`config.mk`:
```
export PLATFORM = sky130hd
export DESIGN_NAME = axi_read_arbiter
export DESIGN_NICKNAME = d
export VERILOG_FILES = /design/src/rtl/axi_pkg.sv /design/src/rtl/axi_read_arbiter_grant.sv /design/src/rtl/axi_read_arbiter.sv
export SDC_FILE = /design/constraint.sdc
export NUM_CORES = 1
export LEC_CHECK = 0
export ABC_CLOCK_PERIOD_IN_PS = 3400
export BUFFER_PORTS_ARGS = -buffer_cell sky130_fd_sc_hd__buf_2
export CORE_AREA = 2 2 97 99
export DETAILED_ROUTE_END_ITERATION = 10
export DIE_AREA = 0 0 99 101
export PLACE_DENSITY = 0.56
export SLEW_MARGIN = 30
export SYNTH_ARGS = -nofsm -noshare
export SYNTH_HDL_FRONTEND = slang
export SYNTH_SLANG_ARGS = --single-unit
```
`constraint.sdc`:
```
create_clock -name clk -period 3.4 [get_ports clk]
set_input_delay 0.17 -clock clk [delete_from_list [all_inputs] [get_ports clk]]
set_output_delay 0.17 -clock clk [all_outputs]
set_load 0.02 [all_outputs]
```
`src/rtl/axi_pkg.sv`:
```
// Shared constants for the two-master AXI read arbiter: FSM encoding, master IDs,
// fixed AR attributes and AXI response codes.
package axi_pkg;

    localparam logic [1:0] ST_IDLE = 2'd0;
    localparam logic [1:0] ST_ADDR = 2'd1;
    localparam logic [1:0] ST_DATA = 2'd2;

    localparam int unsigned ID_I = 0;
    localparam int unsigned ID_D = 1;

    localparam logic [2:0] SIZE_4B    = 3'b010;
    localparam logic [1:0] BURST_INCR = 2'b01;

    localparam logic [1:0] RESP_OKAY   = 2'b00;
    localparam logic [1:0] RESP_EXOKAY = 2'b01;
    localparam logic [1:0] RESP_SLVERR = 2'b10;
    localparam logic [1:0] RESP_DECERR = 2'b11;

    typedef enum logic {
        GNT_I = 1'b0,
        GNT_D = 1'b1
    } grant_e;

endpackage

```
`src/rtl/axi_read_arbiter_grant.sv`:
```
// arb_grant2: combinational two-way grant pick between i_cache and d_cache.
// ARB_ROUND_ROBIN_EN selects round-robin on contention; otherwise D wins.
module arb_grant2
    import axi_pkg::*;
(
    input  logic   req_icache_i,
    input  logic   req_dcache_i,
`ifdef ARB_ROUND_ROBIN_EN
    input  grant_e last_grant_i,
`endif
    output grant_e grant_o
);

    always_comb begin
        grant_o = GNT_I;
        if (req_dcache_i && req_icache_i) begin
`ifdef ARB_ROUND_ROBIN_EN
            grant_o = (last_grant_i == GNT_I) ? GNT_D : GNT_I;
`else
            grant_o = GNT_D;
`endif
        end else if (req_dcache_i) begin
            grant_o = GNT_D;
        end
    end

endmodule

```
`src/rtl/axi_read_arbiter.sv`:
```
// Two-master AXI4 read arbiter (i_cache / d_cache), one outstanding burst at a time.
// Optional ARB_ROUND_ROBIN_EN: round-robin on contention instead of fixed D > I.
module axi_read_arbiter
    import axi_pkg::*;
#(
    parameter int ADDR_W = 32,
    parameter int DATA_W = 32,
    parameter int ID_W   = 4
) (
    input  logic              clk,
    input  logic              rst,
    input  logic [ADDR_W-1:0] i_araddr,
    input  logic [7:0]        i_arlen,
    input  logic              i_arvalid,
    output logic              i_arready,
    output logic [DATA_W-1:0] i_rdata,
    output logic              i_rlast,
    output logic              i_rvalid,
    input  logic              i_rready,
    input  logic [ADDR_W-1:0] d_araddr,
    input  logic [7:0]        d_arlen,
    input  logic              d_arvalid,
    output logic              d_arready,
    output logic [DATA_W-1:0] d_rdata,
    output logic              d_rlast,
    output logic              d_rvalid,
    input  logic              d_rready,
    output logic [1:0]        d_rresp,
    output logic [ID_W-1:0]   arid,
    output logic [ADDR_W-1:0] araddr,
    output logic [7:0]        arlen,
    output logic [2:0]        arsize,
    output logic [1:0]        arburst,
    output logic              arvalid,
    input  logic              arready,
    input  logic [DATA_W-1:0] rdata,
    input  logic [1:0]        rresp,
    input  logic              rlast,
    input  logic              rvalid,
    output logic              rready
);

    logic [1:0] state_q, state_d;
    grant_e     grant_q, grant_d;
    grant_e     pick;
    logic       in_addr, in_data, gnt_d;
    logic       ar_hs, r_done;

`ifdef ARB_ROUND_ROBIN_EN
    grant_e     last_grant_q;
`endif

    arb_grant2 u_grant (
        .req_icache_i (i_arvalid),
        .req_dcache_i (d_arvalid),
`ifdef ARB_ROUND_ROBIN_EN
        .last_grant_i (last_grant_q),
`endif
        .grant_o      (pick)
    );

    assign in_addr = (state_q == ST_ADDR);
    assign in_data = (state_q == ST_DATA);
    assign gnt_d   = (grant_q == GNT_D);
    assign ar_hs   = arvalid && arready;
    assign r_done  = in_data && rvalid && rready && rlast;

    always_comb begin
        state_d = state_q;
        grant_d = grant_q;
        case (state_q)
            ST_IDLE: if (i_arvalid || d_arvalid) begin
                state_d = ST_ADDR;
                grant_d = pick;
            end
            ST_ADDR: if (ar_hs)  state_d = ST_DATA;
            ST_DATA: if (r_done) state_d = ST_IDLE;
            default: state_d = ST_IDLE;
        endcase
    end

    always_ff @(posedge clk) begin
        if (rst) begin
            state_q <= ST_IDLE;
            grant_q <= GNT_I;
        end else begin
            state_q <= state_d;
            grant_q <= grant_d;
        end
    end

`ifdef ARB_ROUND_ROBIN_EN
    always_ff @(posedge clk) begin
        if (rst)        last_grant_q <= GNT_I;
        else if (ar_hs) last_grant_q <= grant_q;
    end
`endif

    // AR fields are only driven in ADDR so the bus reads zero when idle.
    assign arvalid   = in_addr && (gnt_d ? d_arvalid : i_arvalid);
    assign araddr    = in_addr ? (gnt_d ? d_araddr : i_araddr) : '0;
    assign arlen     = in_addr ? (gnt_d ? d_arlen : i_arlen) : '0;
    assign arid      = in_addr ? (gnt_d ? ID_W'(ID_D) : ID_W'(ID_I)) : '0;
    assign arsize    = SIZE_4B;
    assign arburst   = BURST_INCR;
    assign i_arready = in_addr && !gnt_d && arready;
    assign d_arready = in_addr &&  gnt_d && arready;

    // R routing follows the registered grant; RID is not needed with one burst in flight.
    assign rready    = in_data && (gnt_d ? d_rready : i_rready);
    assign i_rvalid  = in_data && !gnt_d && rvalid;
    assign d_rvalid  = in_data &&  gnt_d && rvalid;
    assign i_rlast   = in_data && !gnt_d && rlast;
    assign d_rlast   = in_data &&  gnt_d && rlast;
    assign i_rdata   = rdata;
    assign d_rdata   = rdata;
    assign d_rresp   = rresp;

endmodule

```
## Word level (Yosys, flattened, before mapping)

Cells that the tools add are included.

| storage, ports and cells | value |
|---|---|
| register bits | 3 |
| input bits | 123 |
| output and inout port bits | 123 |

| operators by class | value |
|---|---|
| equality and inequality tests | 5 |
| mux-type cells | 14 |
| reductions and logical operators | 22 |

Operators by type and width:

| operator | number |
|---|---|
| $mux W32 | 2 |
| $logic_and A1 B1 Y1 | 17 |
| $mux W8 | 2 |
| $mux W1 | 6 |
| $mux W2 | 3 |
| $pmux W2 S3 | 1 |
| $ne A2 B1 Y1 const B | 2 |
| $reduce_and A3 Y1 | 1 |
| $eq A2 B1 Y1 const B | 1 |
| $eq A2 B2 Y1 const B | 1 |
| $logic_not A2 Y1 | 1 |
| $ne A2 B2 Y1 const B | 1 |
| $reduce_and A2 Y1 | 1 |
| $logic_not A1 Y1 | 1 |
| $logic_or A1 B1 Y1 | 1 |

## Depth between registers and ports, before layout

Gate-level depths: netlist (run 1).

| logic depth | value |
|---|---|
| depth in word-level cells | 6 |
| gate-level depth with buffers | 5 |
| depth with buffers taken out | 3 |

## Cells and area by module

A second synthesis (run 1) with hierarchy kept.

| second synthesis, totals | value |
|---|---|
| cells, all modules | 159 |
| area, all modules | 1295.0 um2 |

Modules (own cells, without submodules):

| module | times used | cells each | area each (um2) | seq. area each (um2) |
|---|---|---|---|---|
| axi_read_arbiter | 1 | 158 | 1291.2 | 60.1 |
| arb_grant2 | 1 | 1 | 3.8 | 0.0 |

## Worst setup path after synthesis (run 1)

Ideal clock, no wire load.

| timing path | value |
|---|---|
| path kind | register to output |
| start point | register state_q[1] |
| end point | output i_rlast |
| arrival | 1.262 ns |
| data required time | 3.230 ns |
| slack | 1.968 ns |
| stages on the path, launching flop included | 3 |
| path buffers | 0 |
| path through | dfxtp_1 -> or2b_2 -> nor3b_1 |

| on the way | value |
|---|---|
| longest elaborated chain between the ends | 3 |

Ends and longest elaborated chain:

| what | line | RTL |
|---|---|---|
| start, declared | axi_read_arbiter.sv:43 | `logic [1:0] state_q, state_d;` |
| start signal, assigned | axi_read_arbiter.sv:87 | `state_q <= state_d;` |
| $eq A2 B2 Y1 | axi_read_arbiter.sv:63 | `assign in_data = (state_q == ST_DATA);` |
| $logic_and A1 B1 Y1 (2 in a row) | axi_read_arbiter.sv:113 | `assign i_rlast = in_data && !gnt_d && rlast;` |
| end, declared | axi_read_arbiter.sv:17 | `output logic i_rlast,` |

No other way between the ends.

## Final worst setup path (run 1)

| timing path | value |
|---|---|
| start point | register state_q[0] |
| end point | output araddr[27] |

| on the way | value |
|---|---|
| longest elaborated chain between the ends | 2 |

Ends and longest elaborated chain:

| what | line | RTL |
|---|---|---|
| $eq A2 B1 Y1 | axi_read_arbiter.sv:62 | `assign in_addr = (state_q == ST_ADDR);` |
| $mux W32 | axi_read_arbiter.sv:101 | `assign araddr = in_addr ? (gnt_d ? d_araddr : i_araddr) : '0;` |
| end, declared | axi_read_arbiter.sv:30 | `output logic [ADDR_W-1:0] araddr,` |

No other way between the ends.

==> results of run 1 <==
area by class of cell:
| cell class | count | area, um2 |
|---|---|---|
| Clock buffer | 4 | 45.0 |
| Sequential cell | 3 | 60.1 |
| Multi-Input combinational cell | 73 | 566 |
| Fill cell | 1020 | 7450 |
| Timing Repair Buffer | 138 | 713 |
| Tap cell | 111 | 139 |
logic make-up (layout without fill, tap and decap cells):
group / after synthesis / count (layout) / share of synthesized area (%)
muxes: 2 / 2 / 1.62
DFF: 3 / 3 / 4.57
and+or+nand+nor: 17 / 17 / 9.04
AOI/OAI and AO/OA: 46 / 46 / 30.1
buffers and inverters: 85 / 142 / 54.1
other: 2 / 8 / 0.571
stage by stage:
stage,hold WS [ps],total power (uW)
4_1_cts,134,420
6_report,141,422
5_1_grt,150,451
3_5_place_dp,340,312
3_3_place_gp,340,308
2_1_floorplan,239,358
Yosys cell counts, drive strengths merged:
| master | count | share of area (%) |
|---|---|---|
| a21bo | 1 | 0.76 |
| a21oi | 2 | 0.76 |
| a22o | 41 | 27 |
| and2 | 2 | 1.1 |
| and2b | 1 | 0.67 |
| and3 | 3 | 1.5 |
| buf | 85 | 54 |
| conb | 2 | 0.57 |
| dfxtp | 3 | 4.6 |
| mux2 | 1 | 0.86 |
| mux2i | 1 | 0.76 |
| nand2 | 2 | 0.57 |
| nand3 | 1 | 0.38 |
| nor2 | 3 | 0.86 |
| nor2b | 2 | 2.1 |
| nor3b | 2 | 1.1 |
| o21ai | 1 | 0.38 |
| o311a | 1 | 0.86 |
| or2b | 1 | 0.67 |
state kept, by name, summed over array words and instances (netlist names):
name	count
gnt_d	1
state_q	2
power by group through the flow:
stage / logic, uW / clock network [uW] / registers (uW)
after detailed placement: 267 / 0 / 44.4
after CTS: 268 / 108 / 44.0
after global routing: 295 / 111 / 44.9
after global placement: 264 / 0 / 43.9
final: 274 / 104 / 43.9
after floorplan: 317 / 0 / 41.0
path summary, 6_finish.rpt:
| path | endpoint | slack (ps) | cells after the start |
|---|---|---|---|
| worst max-delay path | araddr[27] | 1520 | 5 |
| worst min-delay path | state_q[1]$_SDFFE_PP0P_ | 140 | 2 |
| worst max register to register | state_q[0]$_SDFFE_PP0P_ | 2140 | 3 |
| worst min register to register | state_q[0]$_SDFFE_PP0P_ | 590 | 1 |
routing by layer:
metal | GRT usage, % | vias up
met4 | 2.63 | 0
met3 | 1.73 | 11
met2 | 11.0 | 103
met5 | 0 | -
li1 | - | 593
met1 | 6.75 | 547
==> implementation parameters, run 1 <==
Parameter                              Value

Layout
  Final std cells w/o fill    329
  Final instance area    1520 um2
  Most common library cell in the layout ignoring fill and taps    buf_2
  Commonest non-fill, non-tap cells in the layout    buf_2, a22o_1, conb_1
  Number of nets in the layout    342
  Fraction of final layout cells with drive strength greater than 1    68.8%
  Number of antenna diodes    0
  Layout-stage area growth over the synthesis result    15.8%
  Final core utilization    17.0%

Pwr
  Reg power frac    10.4%
  Leakage component of the power    0.000899 uW
  Clk pwr share    24.6%
  Cell-internal power    242 uW
  Switching power share of the total    42.5%
  Switching power    179 uW
  Max VDD drop    0.000297 V
  Pwr per Cell Area    277 nW/um2
  Combinational group share of total power    65.0%

Floorplanning
  Starting density of the core    14.6%
  Vert. Die Dim    101 um
  Core box area    8980 um2
  Die span in x    99 um
  IO Count    246
  Die Area    10000 um2
  Number of cell rows    35

Placement
  HPWL reported at the end of detailed placement    3.00 mm
  Routability congestion estimate from global placement    0.612
  Worst-case setup slack after placement    1400 ps
  Post-placement cell area    1450 um2
  Number of I/O port buffers    137
  Placed Instances    324

Flow run
  Max-cap violations    0

Synthesis
  Post-Synthesis Mean Instance Area    8.48 um2
  Mapped Cells    155
  Post-synthesis cell type count    23
  Post-synthesis sequential area ratio    4.57%
  Post-synthesis register bit count    3
  Synth Warn #    0
  Syn Std Cell Area    1320 um2

Routing
  Number of vias per cell after detailed routing    3.81
  Met3 Wirelength    486 um
  DRC violation count after routing    0
  Final wirelength    3.75 mm
  Final antenna-violating net count    0
  Routed length on met1    1.36 mm
  Uppermost routed layer    met4
  Final routed wire length divided by cell count    11.4 um
  First-pass DRT Iterations    4
  Violation count after the first detailed-route iteration    15
  Vias    1254
  Met2 routed WL    1.83 mm

GRT
  Tot GR Track Use    6.14%
  Via count of the first global-routing pass    1018
  GRT overflow    0
  First-pass GRT wire length    4.98 mm
  Number of antenna violations at the first check in global routing    0
  Pin count of the biggest net entering global routing    43

Timing
  Fin Clk Skew    1.62 ps
  Hold Fails Final Rpt    0
  Final worst-path setup slack    1520 ps
  Final Setup Violations    0
  Setup repair after global routing missed its margin    no
  Setup Total Neg Slack    0 ps
  Tmin final    1880 ps
  Maximum clock frequency    0.531 GHz
  Share of the clock period used by the worst path after layout    55.4%
  Slew Limit Fails    0

CTS
  TritonCTS clock tree    yes
  Num Clock Sinks    3
  Clock insertion delay at the later pin of the skew report    220 ps
  Buffers inserted by post-CTS timing repair    0
  Clock buffer count from CTS    3
  Quantity of gates resized following cts    0
  Count of H-tree levels built during CTS    1
  Cell chosen for the clock root    clkbuf_8
  Post-cts hold buffer count    0
  Clock transition at the registers of the reported paths    30 ps
  Buffers from clock root to sink, at most    2

Worst setup path
  Crit path max-delay family    simple AND/OR/NAND/NOR gates
  Critical-path cell with the highest stage delay    dfxtp_1
  Most numerous cell on the critical path    nor2b_4
  Worst Path Max Fanout    33
  Source of the worst register-to-register timing path    gnt_d$_SDFFE_PP0P_
  Critical path data arrival time    1710 ps
  Critical Path Source Type    flip-flop
  Endpoint type of the worst setup path    output pin
  Required time of the worst setup path    3230 ps
  Worst setup path startpoint    state_q[0]$_SDFFE_PP0P_
  Number of buffer and inverter stages on the critical path    2
  Critical-path cell list    nor2b_4 > nor2b_4 > buf_16 > a22o_1 > buf_2
  Critical Path Max Stage Delay    370 ps
  Start-to-end type of the worst setup path    reg2out

Run status
  Result of the run    completed

Hold path
  Kind of path behind the tightest hold check    in2reg
  Hold path start    rst
No activity file was read; power rests on OpenSTA's default activity.
==> run 2, diff against run 1 <==
--- a/config.mk
+++ b/config.mk
@@ -5,12 +5,13 @@
 export SDC_FILE = /design/constraint.sdc
 export NUM_CORES = 1
 export LEC_CHECK = 0
-export ABC_CLOCK_PERIOD_IN_PS = 3400
+export ABC_AREA = 1
+export ABC_CLOCK_PERIOD_IN_PS = 1800
 export BUFFER_PORTS_ARGS = -buffer_cell sky130_fd_sc_hd__buf_2
-export CORE_AREA = 2 2 97 99
+export CORE_AREA = 2 2 94 96
 export DETAILED_ROUTE_END_ITERATION = 10
-export DIE_AREA = 0 0 99 101
-export PLACE_DENSITY = 0.56
+export DIE_AREA = 0 0 96 98
+export PLACE_DENSITY = 0.61
 export SLEW_MARGIN = 30
 export SYNTH_ARGS = -nofsm -noshare
 export SYNTH_HDL_FRONTEND = slang
==> constraint.sdc (replaced) <==
create_clock -name clk -period 1.8 [get_ports clk]
set_input_delay 0.09 -clock clk [delete_from_list [all_inputs] [get_ports clk]]
set_output_delay 0.09 -clock clk [all_outputs]
set_load 0.02 [all_outputs]
==> run 2 against run 1 <==
Flip-flop and latch count did not move. Sequential power rose by 78%. Routed wire length rose by 12%. Final cell count rose by 29%. First-iteration DRC count rose to 3.3 times the previous value. Final area rose by 14%. Sequential share of layout area fell by 0.43 points. Register-to-register slack got worse by 1600 ps.
==> implementation parameters, run 2 <==
Parameter                              Value

Run status
  Result of the run    completed (unchanged)

Timing
  Share of the clock period used by the worst path after layout    85.3%
  Final Setup Violations    0 (unchanged)
  Tmin final    1540 ps
  Final worst-path setup slack    264 ps (was 1520 ps)
  Slew Limit Fails    0 (unchanged)
  Hold Fails Final Rpt    0 (unchanged)
  Maximum clock frequency    0.651 GHz
  Setup repair after global routing missed its margin    no (unchanged)
  Fin Clk Skew    2.14 ps (was 1.62 ps)
  Setup Total Neg Slack    0 ps (unchanged)

Synthesis
  Predominant post-synthesis flop cell    dfxtp_1 (unchanged)
  Cells taking the most area after synthesis    buf_4, nand2_1, a21oi_2 (was buf_4, a22o_1, buf_12)
  Area share of the leading cell type in the synthesized netlist    38.2% (was 44.0%)
  Commonest cells post-synth    nand2_1, buf_4, a21oi_1 (was buf_4, a22o_1, buf_12)
  Post-synthesis sequential area ratio    4.02% (was 4.57%)
  Mapped Cells    252 (was 155)
  FFs w/ async S/R, synth    0% (unchanged)
  Count of flip-flops with a built-in enable after synthesis    0 (unchanged)
  Syn Std Cell Area    1490 um2 (was 1320 um2)
  Synth Warn #    0 (unchanged)
  Post-synthesis register bit count    3 (unchanged)
  Library cell occupying the most area in the post-synthesis netlist    buf_4 (unchanged)
  Post-synthesis cell type count    18 (was 23)
  Dominant cell by count in the synthesized netlist    nand2_1 (was buf_4)
  Post-Synthesis Mean Instance Area    5.92 um2 (was 8.48 um2)

GRT
  Via count of the first global-routing pass    1410 (was 1018)
  Tot GR Track Use    7.81% (was 6.14%)
  Pin count of the biggest net entering global routing    26 (was 43)
  GRT overflow    0 (unchanged)
  First-pass GRT wire length    6.03 mm (was 4.98 mm)
  Number of antenna violations at the first check in global routing    0 (unchanged)

Worst setup path
  Critical Path Source Type    flip-flop (unchanged)
  Critical path data arrival time    1450 ps (was 1710 ps)
  Endpoint type of the worst setup path    output pin (unchanged)
  Worst Path Max Fanout    19 (was 33)
  Critical Path Max Stage Delay    320 ps (was 370 ps)
  Critical-path cell list    inv_2 > buf_4 > nand2_1 > a21oi_2 > buf_2 (was nor2b_4 > nor2b_4 > buf_16 > a22o_1 > buf_2)
  Start-to-end type of the worst setup path    reg2out (unchanged)
  Required time of the worst setup path    1710 ps (was 3230 ps)
  Reg2reg setup slack    550 ps (was 2140 ps)
  Critical-path cell with the highest stage delay    dfxtp_2 (was dfxtp_1)

Pwr
  Total power draw    847 uW (was 422 uW)
  Pwr per Cell Area    486 nW/um2 (was 277 nW/um2)
  Max VDD drop    0.000337 V (was 0.000297 V)
  Leakage component of the power    0.00104 uW (was 0.000899 uW)

CTS
  Cell chosen for the clock root    clkbuf_8 (unchanged)
  Clock transition at the registers of the reported paths    30 ps (about the same)
  Clock buffer count from CTS    3 (unchanged)
  Num Clock Sinks    3 (unchanged)
  Count of H-tree levels built during CTS    1 (unchanged)
  Post-cts hold buffer count    0 (unchanged)
  Quantity of gates resized following cts    0 (unchanged)
  Buffers from clock root to sink, at most    2 (unchanged)
  Clock insertion delay at the later pin of the skew report    210 ps (was 220 ps)
  TritonCTS clock tree    yes (unchanged)
  Buffers inserted by post-CTS timing repair    0 (unchanged)

Floorplanning
  Die span in x    96 um (was 99 um)
  IO Count    246 (unchanged)
  Starting density of the core    17.6% (was 14.6%)
  Vert. Die Dim    98 um (was 101 um)
  Core box area    8470 um2 (was 8980 um2)
  Die Area    9410 um2 (was 10000 um2)
  Number of cell rows    34 (was 35)

Routing
  Vias    1625 (was 1254)
  Number of vias per cell after detailed routing    3.81 (about the same)
  DRC violation count after routing    0 (unchanged)
  Final wirelength    4.21 mm (was 3.75 mm)
  First-pass DRT Iterations    4 (unchanged)
  Final antenna-violating net count    0 (unchanged)
  Final routed wire length divided by cell count    9.88 um (was 11.4 um)
  Violation count after the first detailed-route iteration    49 (was 15)

Layout
  Number of antenna diodes    0 (unchanged)
  Layout-stage area growth over the synthesis result    16.8% (was 15.8%)
  Most flops, register    state_q (unchanged)
  Footprint of the flip-flops and latches    61.3 um2 (was 60.1 um2)
  Footprint of the multi-input gates    729 um2 (was 566 um2)
  Fill cells    977 (was 1020)
  Number of nets in the layout    442 (was 342)
  Commonest non-fill, non-tap cells in the layout    buf_2, nand2_1, a21oi_1 (was buf_2, a22o_1, conb_1)
  Fraction of final layout cells with drive strength greater than 1    53.1% (was 68.8%)
  Number of flip-flops under the largest register name    2 (unchanged)
  Most common library cell in the layout ignoring fill and taps    buf_2 (unchanged)

Placement
  Routability congestion estimate from global placement    0.585 (was 0.612)
  HPWL reported at the end of detailed placement    3.41 mm (was 3.00 mm)
  Number of I/O port buffers    137 (unchanged)
  Worst-case setup slack after placement    463 ps (was 1400 ps)

Hold path
  Kind of path behind the tightest hold check    in2reg (unchanged)

Flow run
  Max-cap violations    0 (unchanged)
-- run 2: final cells by class --
class                   instances  area share, %
inverters                      11           2.37
multi-input cells             157           41.9
clock buffers                   4           2.58
flip-flops and latches          3           3.52
well taps                     108           7.75
repair buffers                143           41.9
-- run 2: path summary, 6_finish.rpt --
kind / from / to / depth (start not counted)
worst max-delay path: gnt_d$_SDFFE_PP0P_ / araddr[26] / 5
worst min-delay path: rst / gnt_d$_SDFFE_PP0P_ / 2
worst max register to register: gnt_d$_SDFFE_PP0P_ / state_q[1]$_SDFFE_PP0P_ / 6
worst min register to register: state_q[1]$_SDFFE_PP0P_ / gnt_d$_SDFFE_PP0P_ / 3
-- run 2: cells by family after synthesis --
family	Yosys count	synth area share (%)
flops	3	4.02
compound gates	46	19.9
simple gates	103	26.7
other cells	2	0.503
buf+inv	98	48.8
-- run 2: report_power, final --
group | leakage [uW] | switching (uW) | internal [uW]
logic | 0.000992 | 366 | 208
clock network | 0.0000228 | 43.2 | 151
registers | 0.0000251 | 4.71 | 73.4
-- run 2: metal layers --
layer	global-route usage, %	share of wire [%]	up-vias
met3	1.62	10	19
li1	-	-	833
met4	4.40	3.2	0
met5	0	0	-
met2	14.3	48	85
met1	7.98	39	688
-- run 2: per-stage QoR --
| stage | util [%] | cell area [um2] | hold slack (ps) | instances |
|---|---|---|---|---|
| finish | 20.6 | 1740 | 83.4 | 426 |
| global route | 20.6 | 1740 | 96.6 | 426 |
| CTS | 20.6 | 1740 | 82.7 | 426 |
| detailed placement | 20.1 | 1700 | 180 | 422 |
| global placement | 20.1 | 1700 | 180 | 422 |
| floorplan | - | 1520 | 152 | 258 |
-- run 2: critical path, delay by kind of cell (launching register included) --
kind / cells / cell delay [ps]
DFF: 1 / 320
buffers and inverters: 3 / 700
AOI/OAI and AO/OA: 1 / 110
and+or+nand+nor: 1 / 90
==> run 3, diff against run 2 <==
--- a/config.mk
+++ b/config.mk
@@ -12,6 +12,7 @@
 export DETAILED_ROUTE_END_ITERATION = 10
 export DIE_AREA = 0 0 96 98
 export PLACE_DENSITY = 0.61
+export REMOVE_ABC_BUFFERS = 1
 export SLEW_MARGIN = 30
 export SYNTH_ARGS = -nofsm -noshare
 export SYNTH_HDL_FRONTEND = slang
==> run 3 against run 2 <==
Clock power barely moved. Core utilization rose by 0.059 points. Via count rose by 7.7%. Largest power group unchanged. Setup slack got worse by 15 ps. Worst hold slack got worse by 3.3 ps.
==> implementation parameters, run 3 (synthesis gave the netlist of run 2 again) <==
Parameter                              Value

GRT
  Pin count of the biggest net entering global routing    28 (was 26)
  First-pass GRT wire length    9.75 mm (was 6.03 mm)
  GRT overflow    0 (unchanged)
  Tot GR Track Use    14.3% (was 7.81%)
  Via count of the first global-routing pass    1624 (was 1410)
  Number of antenna violations at the first check in global routing    0 (unchanged)

CTS
  Cell chosen for the clock root    clkbuf_8 (unchanged)
  Clock transition at the registers of the reported paths    30 ps (about the same)
  Num Clock Sinks    3 (unchanged)
  Quantity of gates resized following cts    0 (unchanged)
  Post-cts hold buffer count    0 (unchanged)
  Clock insertion delay at the later pin of the skew report    210 ps (about the same)
  Buffers from clock root to sink, at most    2 (unchanged)
  Buffers inserted by post-CTS timing repair    0 (unchanged)
  TritonCTS clock tree    yes (unchanged)
  Clock buffer count from CTS    3 (unchanged)
  Count of H-tree levels built during CTS    1 (unchanged)

Pwr
  Clk pwr share    22.9% (about the same)
  Total power draw    850 uW (was 847 uW)
  Reg power frac    9.2% (about the same)
  Switching power    415 uW (was 414 uW)
  Cell-internal power    435 uW (was 433 uW)
  Combinational group share of total power    67.9% (was 67.8%)
  Max VDD drop    0.000129 V (was 0.000337 V)
  Leakage component of the power    0.00104 uW (about the same)
  Pwr per Cell Area    486 nW/um2 (about the same)
  Switching power share of the total    48.8% (was 48.9%)

Routing
  Final wirelength    7.27 mm (was 4.21 mm)
  Final antenna-violating net count    0 (unchanged)
  Number of vias per cell after detailed routing    4.12 (was 3.81)
  Final routed wire length divided by cell count    17.1 um (was 9.88 um)
  DRC violation count after routing    0 (unchanged)
  Violation count after the first detailed-route iteration    54 (was 49)
  First-pass DRT Iterations    4 (unchanged)
  Vias    1750 (was 1625)

Worst setup path
  Number of buffer and inverter stages on the critical path    3 (unchanged)
  Critical-path cell with the highest stage delay    dfxtp_2 (unchanged)
  Critical-path cell list    inv_2 > buf_12 > nand2_1 > a21oi_1 > buf_2 (was inv_2 > buf_4 > nand2_1 > a21oi_2 > buf_2)
  Worst Path Max Fanout    23 (was 19)
  Crit path max-delay family    buffers and inverters (unchanged)
  Required time of the worst setup path    1710 ps (about the same)
  Critical Path Source Type    flip-flop (unchanged)
  Critical Path Max Stage Delay    320 ps (about the same)
  Endpoint type of the worst setup path    output pin (unchanged)
  Critical path data arrival time    1460 ps (was 1450 ps)
  Start-to-end type of the worst setup path    reg2out (unchanged)

Layout
  Final core utilization    20.6% (about the same)
  Number of antenna diodes    0 (unchanged)
  Most flops, register    state_q (unchanged)
  Most common library cell in the layout ignoring fill and taps    buf_2 (unchanged)
  Final std cells w/o fill    425 (was 426)
  Number of flip-flops under the largest register name    2 (unchanged)
  Final instance area    1750 um2 (was 1740 um2)
  Layout-stage area growth over the synthesis result    17.1% (was 16.8%)
  Number of nets in the layout    441 (was 442)
  Commonest non-fill, non-tap cells in the layout    buf_2, nand2_1, a21oi_1 (unchanged)
  Fraction of final layout cells with drive strength greater than 1    53.0% (was 53.1%)
  Fill cells    993 (was 977)

Floorplanning
  Core box area    8470 um2 (unchanged)
  Starting density of the core    17.6% (unchanged)
  Die Area    9410 um2 (unchanged)
  IO Count    246 (unchanged)
  Number of cell rows    34 (unchanged)
  Vert. Die Dim    98 um (unchanged)
  Die span in x    96 um (unchanged)

Timing
  Fin Clk Skew    1.50 ps (was 2.14 ps)
  Hold Worst Slack    80.1 ps (was 83.4 ps)
  Share of the clock period used by the worst path after layout    86.1% (was 85.3%)
  Slew Limit Fails    0 (unchanged)
  Final Setup Violations    0 (unchanged)
  Setup repair after global routing missed its margin    no (unchanged)
  Maximum clock frequency    0.645 GHz (was 0.651 GHz)
  Tmin final    1550 ps (was 1540 ps)
  Hold Fails Final Rpt    0 (unchanged)

Flow run
  Max-cap violations    0 (unchanged)

Placement
  HPWL reported at the end of detailed placement    6.41 mm (was 3.41 mm)
  Post-placement cell area    1700 um2 (about the same)
  Placed Instances    421 (was 422)
  Number of I/O port buffers    137 (unchanged)
  Routability congestion estimate from global placement    0.810 (was 0.585)

Run status
  Result of the run    completed (unchanged)

Hold path
  Kind of path behind the tightest hold check    in2reg (unchanged)
## run 3: cell type report
class	instances	area, um2	share of cell area [%]
clock buffers	4	45.0	2.58
inverters	11	41.3	2.36
multi-input cells	157	729	41.7
flip-flops and latches	3	61.3	3.51
well taps	108	135	7.73
repair buffers	142	736	42.1
## run 3: power groups by stage
stage	clock, uW	sequential [uW]	combinational, uW
2_1_floorplan	0	94.5	321
3_3_place_gp	0	78.3	575
3_5_place_dp	0	78.8	583
4_1_cts	200	78.1	585
5_1_grt	209	78.6	643
6_report	195	78.1	577
## run 3: path summary, 6_finish.rpt
path,slack [ps],startpoint,cells past startpoint,endpoint
worst min-delay path,80,rst,2,gnt_d$_SDFFE_PP0P_
worst max-delay path,250,gnt_d$_SDFFE_PP0P_,5,araddr[15]
worst min register to register,550,state_q[1]$_SDFFE_PP0P_,3,gnt_d$_SDFFE_PP0P_
worst max register to register,560,gnt_d$_SDFFE_PP0P_,6,state_q[1]$_SDFFE_PP0P_
## run 3: worst reg2reg max path, cell delays in order (launching register included)
cell	delay, ps
dfxtp_2	320
inv_2	320
buf_12	220
nand2_1	80
nand2_2	70
o21ai_1	80
a21oi_2	110
## run 3: metrics by stage
| step | setup slack, ps | TNS [ps] |
|---|---|---|
| 2_1_floorplan | -435 | -6190 |
| 3_3_place_gp | 506 | 0 |
| 3_5_place_dp | 474 | 0 |
| 4_1_cts | 242 | 0 |
| 5_1_grt | 134 | 0 |
| 6_report | 249 | 0 |
## run 3: routing by layer
metal	up-vias	wire length, um	part of all wire (%)	track usage [%]
li1	831	-	-	-
met1	730	2350	32	13.5
met2	179	2950	41	20.9
met3	8	1880	26	16.1
met4	2	14	0.19	1.65
met5	-	69	0.95	6.11
